===== src/rtl/sdram_arb_pkg.sv =====
// sdram_arb_pkg: shared state encoding, command codes and parameter defaults for the SDRAM port arbiter
package sdram_arb_pkg;
    typedef enum logic [2:0] {WAIT_INIT, IDLE, WR_BURST, RD_CMD, RD_WAIT, RECOVER} arb_state_t;
    localparam logic CMD_WRITE = 1'b1;
    localparam logic CMD_READ = 1'b0;
    localparam int GNT_RD = 0;
    localparam int GNT_WR = 1;
    localparam int DEF_ADDR_WIDTH = 21;
    localparam int DEF_DATA_WIDTH = 32;
    localparam int DEF_BURST_BEATS = 8;
    localparam int DEF_RECOVERY_CYCLES = 13;
    localparam int DEF_RD_TIMEOUT = 64;
endpackage


===== src/rtl/sdram_arb_rr_picker.sv =====
// sdram_arb_rr_picker: two-way round-robin picker; a tie goes to the requester not granted last
module sdram_arb_rr_picker (
    input logic clk,
    input logic rst,
    input logic en,
    input logic [1:0] req,
    output logic [1:0] gnt
);
    logic last_wr;
    always_comb begin
        gnt[1] = req[1] && (!req[0] || !last_wr);
        gnt[0] = req[0] && (!req[1] || last_wr);
    end
    // Reset pretends the last grant was a write so the first tie favours read
    always_ff @(posedge clk) begin
        if (rst) last_wr <= 1'b1;
        else if (en && |gnt) last_wr <= gnt[1];
    end
endmodule


===== src/rtl/sdram_port_arbiter.sv =====
// sdram_port_arbiter: arbitrates one write and one read requester onto a burst-oriented SDRAM controller port
module sdram_port_arbiter
    import sdram_arb_pkg::*;
#(
    parameter int ADDR_WIDTH = DEF_ADDR_WIDTH,
    parameter int DATA_WIDTH = DEF_DATA_WIDTH,
    parameter int BURST_BEATS = DEF_BURST_BEATS,
    parameter int RECOVERY_CYCLES = DEF_RECOVERY_CYCLES,
    parameter int RD_TIMEOUT = DEF_RD_TIMEOUT
) (
    input logic clk,
    input logic rst,
    input logic init_done,
    input logic wr_req,
    input logic [ADDR_WIDTH-1:0] wr_addr,
    input logic [DATA_WIDTH-1:0] wr_data_i,
    output logic wr_gnt,
    output logic wr_beat_en,
    input logic rd_req,
    input logic [ADDR_WIDTH-1:0] rd_addr,
    output logic rd_gnt,
    output logic [DATA_WIDTH-1:0] rd_data_o,
    output logic rd_valid_o,
    output logic cmd,
    output logic cmd_en,
    output logic [ADDR_WIDTH-1:0] addr,
    output logic [DATA_WIDTH-1:0] wr_data,
    input logic [DATA_WIDTH-1:0] rd_data,
    input logic rd_data_valid,
    output logic error
);
    localparam int BW = $clog2(BURST_BEATS + 1);
    localparam int RW = $clog2(RECOVERY_CYCLES + 1);
    localparam int TW = $clog2(RD_TIMEOUT + 1);
    arb_state_t state, state_nxt;
    logic [BW-1:0] beat_cnt;
    logic [RW-1:0] rec_cnt;
    logic [TW-1:0] tmo_cnt;
    logic [1:0] gnt;
    logic in_idle, beat_last, rd_done, rd_timeout;
    sdram_arb_rr_picker u_picker (.clk, .rst, .en(in_idle), .req({wr_req, rd_req}), .gnt);
    assign in_idle = state == IDLE;
    assign beat_last = beat_cnt == BW'(BURST_BEATS - 1);
    assign rd_done = rd_data_valid && beat_last;
    // Timeout is decided one cycle early so the registered error lands RD_TIMEOUT cycles after cmd_en
    assign rd_timeout = state == RD_WAIT && tmo_cnt == TW'(RD_TIMEOUT - 1) && !rd_done;
    assign wr_data = wr_data_i;
    always_ff @(posedge clk) begin
        if (rst) state <= WAIT_INIT;
        else state <= state_nxt;
    end
    always_comb begin
        state_nxt = state;
        case (state)
            WAIT_INIT: state_nxt = init_done ? IDLE : WAIT_INIT;
            IDLE: state_nxt = gnt[GNT_WR] ? WR_BURST : gnt[GNT_RD] ? RD_CMD : IDLE;
            WR_BURST: state_nxt = beat_last ? RECOVER : WR_BURST;
            RD_CMD: state_nxt = RD_WAIT;
            RD_WAIT: state_nxt = rd_done || rd_timeout ? RECOVER : RD_WAIT;
            RECOVER: state_nxt = rec_cnt == RW'(RECOVERY_CYCLES - 1) ? IDLE : RECOVER;
            default: state_nxt = WAIT_INIT;
        endcase
    end
    always_comb begin
        wr_gnt = in_idle && gnt[GNT_WR];
        rd_gnt = in_idle && gnt[GNT_RD];
        wr_beat_en = state == WR_BURST;
        cmd = state == WR_BURST ? CMD_WRITE : CMD_READ;
        cmd_en = state == RD_CMD || (state == WR_BURST && beat_cnt == '0);
    end
    // Counters clear on every state change, so they never exceed their terminal value
    always_ff @(posedge clk) begin
        if (rst) begin
            beat_cnt <= '0;
            rec_cnt <= '0;
            tmo_cnt <= '0;
        end else begin
            beat_cnt <= state_nxt != state ? '0 : beat_cnt + BW'(wr_beat_en || (state == RD_WAIT && rd_data_valid));
            rec_cnt <= state == RECOVER && state_nxt == RECOVER ? rec_cnt + 1'b1 : '0;
            tmo_cnt <= state == RD_CMD ? TW'(1) : state == RD_WAIT && state_nxt == RD_WAIT ? tmo_cnt + 1'b1 : '0;
        end
    end
    always_ff @(posedge clk) begin
        if (rst) begin
            addr <= '0;
            rd_data_o <= '0;
            rd_valid_o <= 1'b0;
            error <= 1'b0;
        end else begin
            addr <= wr_gnt ? wr_addr : rd_gnt ? rd_addr : addr;
            rd_data_o <= state == RD_WAIT && rd_data_valid ? rd_data : rd_data_o;
            rd_valid_o <= state == RD_WAIT && rd_data_valid;
            error <= rd_timeout || (rd_data_valid && state != RD_WAIT);
        end
    end
endmodule


===== config.mk =====
export PLATFORM = sky130hd
export DESIGN_NAME = sdram_port_arbiter
export DESIGN_NICKNAME = d
export VERILOG_FILES = /design/src/rtl/sdram_arb_pkg.sv /design/src/rtl/sdram_arb_rr_picker.sv /design/src/rtl/sdram_port_arbiter.sv
export SDC_FILE = /design/constraint.sdc
export NUM_CORES = 1
export LEC_CHECK = 0
export ABC_AREA = 1
export BUFFER_PORTS_ARGS = -buffer_cell sky130_fd_sc_hd__buf_4
export CORE_MARGIN = 10
export CORE_UTILIZATION = 46
export DETAILED_ROUTE_END_ITERATION = 8
export PLACE_DENSITY = 0.84
export SYNTH_ARGS = -nofsm -noshare
export SYNTH_HDL_FRONTEND = slang
export SYNTH_SLANG_ARGS = --single-unit

===== constraint.sdc =====
create_clock -name clk -period 4.4 [get_ports clk]
set_clock_uncertainty 0.2 [all_clocks]
set_input_delay 0.88 -clock clk [delete_from_list [all_inputs] [get_ports clk]]
set_output_delay 0.88 -clock clk [all_outputs]
set_load 0.05 [all_outputs]

# --- Yosys cells after proc, flatten, opt, wreduce, memory -nomap -nowiden ---
# Index checks and enable logic that the tools add are counted.
word_totals:
  ff_bits: 74
  in_bits: 112
  out_inout_bits: 92
  word_cells: 69
classes:
  add_sub_neg: 3
  n_eq_ne: 12
  mux: 12
  bitwise: 2
  n_reduce_logical: 30
op_table:
  columns: ["operator", "count"]
  rows:
  - ["21-bit 2-to-1 mux", 2]
  - ["3-bit one-hot mux with 6 select lines", 1]
  - ["1-bit logical AND", 13]
  - ["3-bit equality test, second input constant", 4]
  - ["7-bit by 1-bit adder with 7-bit output, second input constant", 1]
  - ["7-bit by 6-bit equality test with 1-bit output, second input constant", 1]
  - ["3-bit by 2-bit equality test with 1-bit output, second input constant", 2]
  - ["1-bit logical OR", 6]
  - ["3-bit 2-to-1 mux", 2]
  - ["2-bit OR reduction", 3]
  - ["1-bit 2-to-1 mux", 5]
  - ["4-bit by 1-bit adder with 4-bit output", 1]
  - ["4-bit by 1-bit adder with 4-bit output, second input constant", 1]
  - ["4-bit by 3-bit equality test with 1-bit output, second input constant", 1]
  - ["4-bit equality test, second input constant", 1]
  - ["1-bit zero test", 4]
  - ["4-bit zero test", 1]
  - ["2-bit 2-to-1 mux", 2]
  - ["3-bit by 1-bit equality test with 1-bit output, second input constant", 1]
  - ["3-bit zero test", 1]
  - ["3-bit != test", 1]
  - ["3-bit != test, second input constant", 1]
  - ["3-bit OR reduction", 1]
  - ["1-bit NOT", 2]
  - ["2-bit nonzero test", 1]

# --- Depth between registers and ports, before layout ---
# Gate-level depths: netlist of run 1.
depth:
  word_depth: 11
  depth_mapped: 10
  ltp_nobuf: 10

# --- Modules after synthesis ---
# Synthesis of run 1 repeated with hierarchy kept, for this count alone.
hier_totals:
  hier_cells: 462
  area_unflattened_um2: 3469.6
by_module_without_submodules:
  columns: ["module", "n_inst", "cells_each", "area_per_inst_um2", "seq_area_each_um2"]
  rows:
  - ["sdram_port_arbiter", 1, 453, 3409.5, 1461.4]
  - ["sdram_arb_rr_picker", 1, 9, 60.1, 20.0]

# --- Least setup slack after synthesis of run 1 ---
# OpenSTA, ideal clock, no wires.
synth_path:
  kind: "register to output"
  from: "register state[2]"
  to: "output port cmd_en"
  arrival_ns: 2.571
  required_ns: 3.320
  slack_ns: 0.749
  stages_incl_launch_ff: 6
  path_buffers: 0
  cell_sequence: "dfxtp_1 > inv_1 > nand2_1 > nor2_1 > inv_1 > o21ai_0"
synth_via:
  elab_chain_len: 3
  word_cells_on_any_way: 4
  cone_classes: "eq/ne: 2; reduce/logical: 2"
synth_lines:
  columns: ["element", "line_no", "rtl"]
  rows:
  - ["start: declaration", "sdram_port_arbiter.sv:35", "arb_state_t state, state_nxt;"]
  - ["start signal: assignment", "sdram_port_arbiter.sv:50", "else state <= state_nxt;"]
  - ["3-bit by 2-bit equality test with 1-bit output", "sdram_port_arbiter.sv:69", "cmd_en = state == RD_CMD || (state == WR_BURST && beat_cnt == '0);"]
  - ["1-bit logical AND", "sdram_port_arbiter.sv:69", null]
  - ["1-bit logical OR *", "sdram_port_arbiter.sv:69", null]
  - ["end: declaration", "sdram_port_arbiter.sv:25", "output logic cmd_en,"]
# Mark *: on every way between the ends. The rest lies on a longest branch, timed or not.

# --- Worst setup path after layout of run 1 ---
layout_path:
  from: "input port rd_req"
  to: "output port wr_gnt"
layout_via:
  elab_chain_len: 4
layout_lines:
  columns: ["element", "line_no", "rtl"]
  rows:
  - ["start: declaration", "sdram_port_arbiter.sv:19", "input logic rd_req,"]
  - ["1-bit zero test", "sdram_arb_rr_picker.sv:11", "gnt[1] = req[1] && (!req[0] || !last_wr);"]
  - ["1-bit logical OR", "sdram_arb_rr_picker.sv:11", null]
  - ["1-bit logical AND", "sdram_arb_rr_picker.sv:11", null]
  - ["1-bit logical AND", "sdram_port_arbiter.sv:65", "wr_gnt = in_idle && gnt[GNT_WR];"]
  - ["end: declaration", "sdram_port_arbiter.sv:17", "output logic wr_gnt,"]
# No other way between the ends.

==> results.md, run 1 <==
- Vias per std cell: 4.991
- First-pass GRT wire length: around 15,000 um
- Seq cells post-synth: 74
- Distinct cell type count after synthesis: 28
- DP HPWL: 7061 um
- Rows: 30
- PwrDens: about 360 nW/um^2
- Ant. Diodes: 0
- Sw frac: 0.2780
- PnR worst setup slack: between 0.9 and 1 ns
- Internal cell power: ~1.1 mW
- Post-CTS Setup Inserts: 0
- Worst Tran Pin Value: ~0.64 ns
- Clock power frac: 0.380
- Clock Path Buffers: 2
- Synthesized Nets: between 500 and 600
- Part of the cycle the worst path needs: 0.7759
- Area contributors post-synth: dfxtp_1 (45%), a21oi_1 (8.3%), nand2_1 (7.8%)
- Total Routing Usage GR: 0.1621
- Initial Util: 0.4812
- TritonCTS buffer count: 9
- 1st-iter DRT viols: around 110
- Final Setup Violations: 0
- Synth Area in Adders: 0.01883
- Final wirelength: 9351 um
- Tmin final: about 3.4 ns
- Clock Latency Late Sink: 0.34 ns
- Slew margin rel.: 0.5725
- Fillers: 631
- Max Slew Vio Count: 0
- Max-cap viol count: 0
- Worst slack at placement: between 1 and 1.5 ns
- Post-synthesis mux area share: 0
- Total grt overflow: 0
- Crit path kind: primary input to primary output
- Root Buffer: clkbuf_8
- Initial antenna violation count: 0
- Final TNS setup: 0 ns
- Largest family of logic cells by synthesized area: simple AND/OR/NAND/NOR gates
- Post-Syn Instances: ~440
- DRC: 0
- Area share of the largest cell type after synthesis: 0.4458
- Largest net degree at the start of global routing: slightly above 60
- H-tree Lvls: 3
- Ports: 204
- Combinational power share: 0.177
- FMAX: 0.2929 GHz
- Compound-gate portion of the synthesized area: 0.1280
- Run status: finished clean
- Hold path depth: 2
- Die Footprint: around 11,000 um^2
- Syn avg cell area: 7.536 um^2
- FF-to-FF setup slack: approximately 1.7 ns
- Clock Pin Slew Worst Setup and Hold Paths: approximately 0.070 ns
- Maximum vdd drop: roughly 180 uV
- Reg2reg path depth: 8
- Total number of vias: 3,169
- Type of origin of the critical path: primary input
- Cell taking the most area after synthesis: dfxtp_1
- PortBufs: ~140
- Worst setup EP type: primary output
- Die X: 105.0 um
- Synth Cell Area: ~3300 um^2
- CTS tree: built
- Area growth syn-to-layout: 31.21%
- Antenna Nets Post-Route: 0
- RSZ-0062 raised after global routing: no
- Leakage dissipation: approximately 1.9 nW
- Fin. Hold Viols: 0
- # clock sinks: between 70 and 80
- Post_cts resized: 0
- Arr. time, crit path: about 2.3 ns
- Core ar.: 6907 um^2
- Vias in the first global route: roughly 3,200
- First-pass iteration count of the detailed router: 4
- Die height: ~100 um
- Layout cells sized above 1: 0.3061
- Post-cts hold buffer count: 0
- Synth Area in Simple Gates: 0.2474
- CP Max Fanout: 23
- WL per Instance: 14.73 um
- Flop pwr share: 0.443
- Nets: 651
- Critical path data required time: approximately 3.3 ns
- Post-synthesis xor/xnor area fraction: 0.02372
- Hold Crit Class: flop to flop
- Placer Congestion: just under 0.8
- Yosys warns: 0
- Seq/Total Area, Yosys: 0.4458
- NetSw: 442.4 uW
synth_stat cells (all sizes together):
cell and number:
o22ai 1, o21bai 1, xor2 4, or4 1, clkbuf 11, ha 5
o211ai 1, nor2 71, nand4 3, xnor2 5, buf 47, o21ai 23
a31oi 1, dfxtp 74, a21oi 55, nand2 70, nand3 45, a21boi 1
inv 22
registers in the layout, indices dropped and copies added (netlist names):
signal            count
u_picker.last_wr      1
rd_data_o            32
error                 1
addr                 21
beat_cnt              4
tmo_cnt               7
rd_valid_o            1
state                 3
rec_cnt               4
layout make-up:
class / count / area [um^2] / area share
clock inverter: 5 / 85.08 / 0.01951
multi-input combinational: 287 / 1389 / 0.3185
tap: 96 / 120.1 / 0.02755
inverter: 22 / 82.58 / 0.01894
timing repair buffer: 140 / 1051 / 0.2410
clock buffer: 11 / 151.4 / 0.03472
sequential: 74 / 1481 / 0.3397
routing by layer:
metal / up-vias / wire (um) / part of all wire / track usage
met5: - / 0 / 0 / 0
met4: 0 / 229 / 0.024 / 0.07255
met3: 26 / 694 / 0.074 / 0.05283
met2: 107 / 4998 / 0.53 / 0.3047
met1: 1452 / 3428 / 0.37 / 0.1568
li1: 1584 / - / - / -
path summary, 6_finish.rpt:
| kind | start | to |
|---|---|---|
| worst min register to register | rd_data_o[2] | rd_data_o[2] |
| worst max-delay path | rd_req | wr_gnt |
| worst min-delay path | rd_data_o[2] | rd_data_o[2] |
| worst max register to register | state[2] | addr[7] |
cell usage in the layout, fill, tap and decap left out, drive strengths merged, types with 2 or more instances in the layout:
| cell | netlist | final |
|---|---|---|
| buf | 47 | 140 |
| dfxtp | 74 | 74 |
| nor2 | 71 | 71 |
| nand2 | 70 | 70 |
| a21oi | 55 | 55 |
| nand3 | 45 | 45 |
| inv | 22 | 23 |
| o21ai | 23 | 23 |
| clkbuf | 11 | 11 |
| xnor2 | 5 | 5 |
| ha | 5 | 5 |
| xor2 | 4 | 4 |
| nand4 | 3 | 3 |
| bufinv | 0 | 2 |
logic make-up (layout without fill, tap and decap cells):
family / Yosys count / count (layout)
simple gates: 190 / 190
compound gates: 83 / 83
buf+inv: 80 / 178
flops: 74 / 74
xor+xnor: 9 / 9
fa+ha+maj: 5 / 5
metrics by stage:
stage | cells | util | power, mW | hold slack [ns] | cell area [um^2]
finish | 635 | 0.6313 | 1.591 | 0.2633 | 4360
global route | 635 | 0.6313 | 1.656 | 0.2813 | 4360
CTS | 635 | 0.6313 | 1.601 | 0.2634 | 4360
detailed placement | 619 | 0.5971 | 1.002 | 0.2540 | 4124
global placement | 619 | 0.5971 | 0.9962 | 0.2431 | 4124
floorplan | 441 | - | 0.9748 | 0.2297 | 3323
power by group through the flow:
stage | registers [mW] | logic (mW) | clock network [mW]
2_1_floorplan | 0.781 | 0.194 | 0
3_3_place_gp | 0.720 | 0.277 | 0
3_5_place_dp | 0.720 | 0.282 | 0
4_1_cts | 0.705 | 0.283 | 0.613
5_1_grt | 0.708 | 0.305 | 0.643
6_report | 0.705 | 0.282 | 0.604
worst max-delay path, stage by stage:
cell     delay (ns)
buf_4          0.11
nand2_1        0.09
nand4_2        0.46
inv_2          0.51
buf_4          0.28
(Power assumes the default switching activity.)
==> inputs of run 2 (changes only) <==
--- a/config.mk
+++ b/config.mk
@@ -8,9 +8,9 @@
 export ABC_AREA = 1
 export BUFFER_PORTS_ARGS = -buffer_cell sky130_fd_sc_hd__buf_4
 export CORE_MARGIN = 10
-export CORE_UTILIZATION = 46
+export CORE_UTILIZATION = 43
 export DETAILED_ROUTE_END_ITERATION = 8
-export PLACE_DENSITY = 0.84
+export PLACE_DENSITY = 0.79
 export SYNTH_ARGS = -nofsm -noshare
 export SYNTH_HDL_FRONTEND = slang
 export SYNTH_SLANG_ARGS = --single-unit
==> constraint.sdc (replaced) <==
create_clock -name clk -period 3.5 [get_ports clk]
set_clock_uncertainty 0.2 [all_clocks]
set_input_delay 0.7 -clock clk [delete_from_list [all_inputs] [get_ports clk]]
set_output_delay 0.7 -clock clk [all_outputs]
set_load 0.05 [all_outputs]
==> results.md, run 2 (synthesis gave the netlist of run 1 again) <==
- Clock Pin Slew Worst Setup and Hold Paths: 0.07 ns
- Tmin final: roughly 2.7 ns
- Vias in the first global route: around 3,100
- Worst Tran Pin Value: 0.6565 ns
- Vias per std cell: between 4 and 5
- DRC: 0
- Crit-path cells: inv_1 -> nand2_1 -> nor2_1 -> inv_1 -> o21ai_0 -> buf_4
- Met2 WL: 4950 um
- CP Max Fanout: 7
- Slew margin rel.: 0.5617
- PortBufs: ~140
- DP HPWL: around 6900 um
- Leakage dissipation: roughly 1.9 nW
- Total power: 2.067 mW
- 1st-iter DRT viols: around 150
- Total grt overflow: 0
- Post-cts hold buffer count: 0
- Max-cap viol count: 0
- Ant. Diodes: 0
- Final TNS setup: 0 ns
- PnR worst setup slack: around 0.77 ns
- Arr. time, crit path: 1.83 ns
- Largest net degree at the start of global routing: 61
- Total Routing Usage GR: 0.1574
- TritonCTS buffer count: 9
- H-tree Lvls: 3
- Final wirelength: around 9400 um
- Root Buffer: clkbuf_8
- Largest regs: rd_data_o x32, addr x21, tmo_cnt x7
- Part of the cycle the worst path needs: 0.7803
- WL per Instance: approximately 15 um
- CTS tree: built
- Fillers: roughly 690
- Max Slew Vio Count: 0
- Hold Crit Class: flop to flop
- Most frequent cells in the layout: buf_4 (142), dfxtp_1 (74), nand2_1 (69), nor2_1 (68), a21oi_1 (55)
- Hold_ws: approximately 0.26 ns
- FF-to-FF setup slack: a little under 1 ns
- R2r startpoint: state[1]
- Initial Util: 0.4509
- Type of origin of the critical path: flop
- Initial antenna violation count: 0
- Die X: between 100 and 150 um
- PwrDens: between 400 and 500 nW/um^2
- Core ar.: around 7400 um^2
- Clock Path Buffers: 2
- RSZ-0062 raised after global routing: no
- Run status: finished clean
- First-pass GRT wire length: 14,930 um
- Die height: 107.9 um
- Layout cells sized above 1: 0.3068
- Total number of vias: between 3,000 and 4,000
- Crit path kind: flop to primary output
- Wire length on met1: roughly 3500 um
- Placer Congestion: between 0.8 and 0.9
- Nets: between 600 and 700
- Met3 wire len: between 700 and 800 um
- Area growth syn-to-layout: 32.27%
- Worst path bufs/invs: 3
- Critical Path Start: state[2]
- Antenna Nets Post-Route: 0
- Maximum vdd drop: between 200 and 300 uV
- Fin. Hold Viols: 0
- First-pass iteration count of the detailed router: 4
- Top cell by count, worst path: inv_1
- Max reg flops: 32
- FMAX: 0.3662 GHz
- Die Footprint: ~12,000 um^2
- Critical path data required time: 2.60 ns
- Post-placement cell area: roughly 4100 um^2
- Hold_sp: rec_cnt[0]
- Max layer used: met4
- Crit path largest cell delay: about 0.34 ns
- Rows: 31
- Final Setup Violations: 0
- Commonest non-fill, non-tap cell in the layout: buf_4
- Family with the most delay on the worst path: buffers and inverters
- Post_cts resized: 0
- Largest Register: rd_data_o
- Worst slack at placement: roughly 0.98 ns
- Post-CTS Setup Inserts: 0
- Ports: slightly above 200
- Crit-path slowest cell: dfxtp_1
- Clock Latency Late Sink: between 0.3 and 0.4 ns
- Worst setup EP type: primary output
- Fin area: around 4400 um^2
- # clock sinks: 74
run 2: cell types whose count changed in the layout (fill, tap and decap cells not counted):
cell / before / now
buf_4: 140 / 142
bufinv_16: 2 / 3
clkbuf_1: 0 / 1
clkinv_4: 1 / 0
inv_6: 1 / 0
run 2: cell type report:
type	count	area (um^2)	share of cell area
Clock buffer	12	155.1	0.03530
Clock inverter	4	97.59	0.02220
Inverter	22	82.58	0.01879
Multi-Input combinational cell	287	1389	0.3160
Sequential cell	74	1481	0.3370
Tap cell	99	123.9	0.02818
Timing Repair Buffer	142	1066	0.2425
run 2: where the power goes:
group          total (mW)  leakage (nW)  internal [mW]  switching, mW
Sequential          0.886         0.599          0.869         0.0170
Combinational       0.357          1.21          0.133          0.224
Clock               0.824         0.123          0.513          0.310
run 2: layer usage:
layer,track usage,vias to the layer above
met5,0,-
met4,0.07061,0
met3,0.05689,15
met2,0.2728,89
met1,0.1681,1453
li1,-,1592
run 2: path summary, 6_finish.rpt:
check,endpoint,cells after the start
max,cmd_en,6
min,rec_cnt[0],1
max reg2reg,beat_cnt[2],9
min reg2reg,rec_cnt[0],1
run 2: per-stage QoR:
step | std cells | util
global route | 640 | 0.5964
CTS | 640 | 0.5964
finish | 640 | 0.5964
floorplan | 441 | -
detailed placement | 624 | 0.5621
global placement | 624 | 0.5621
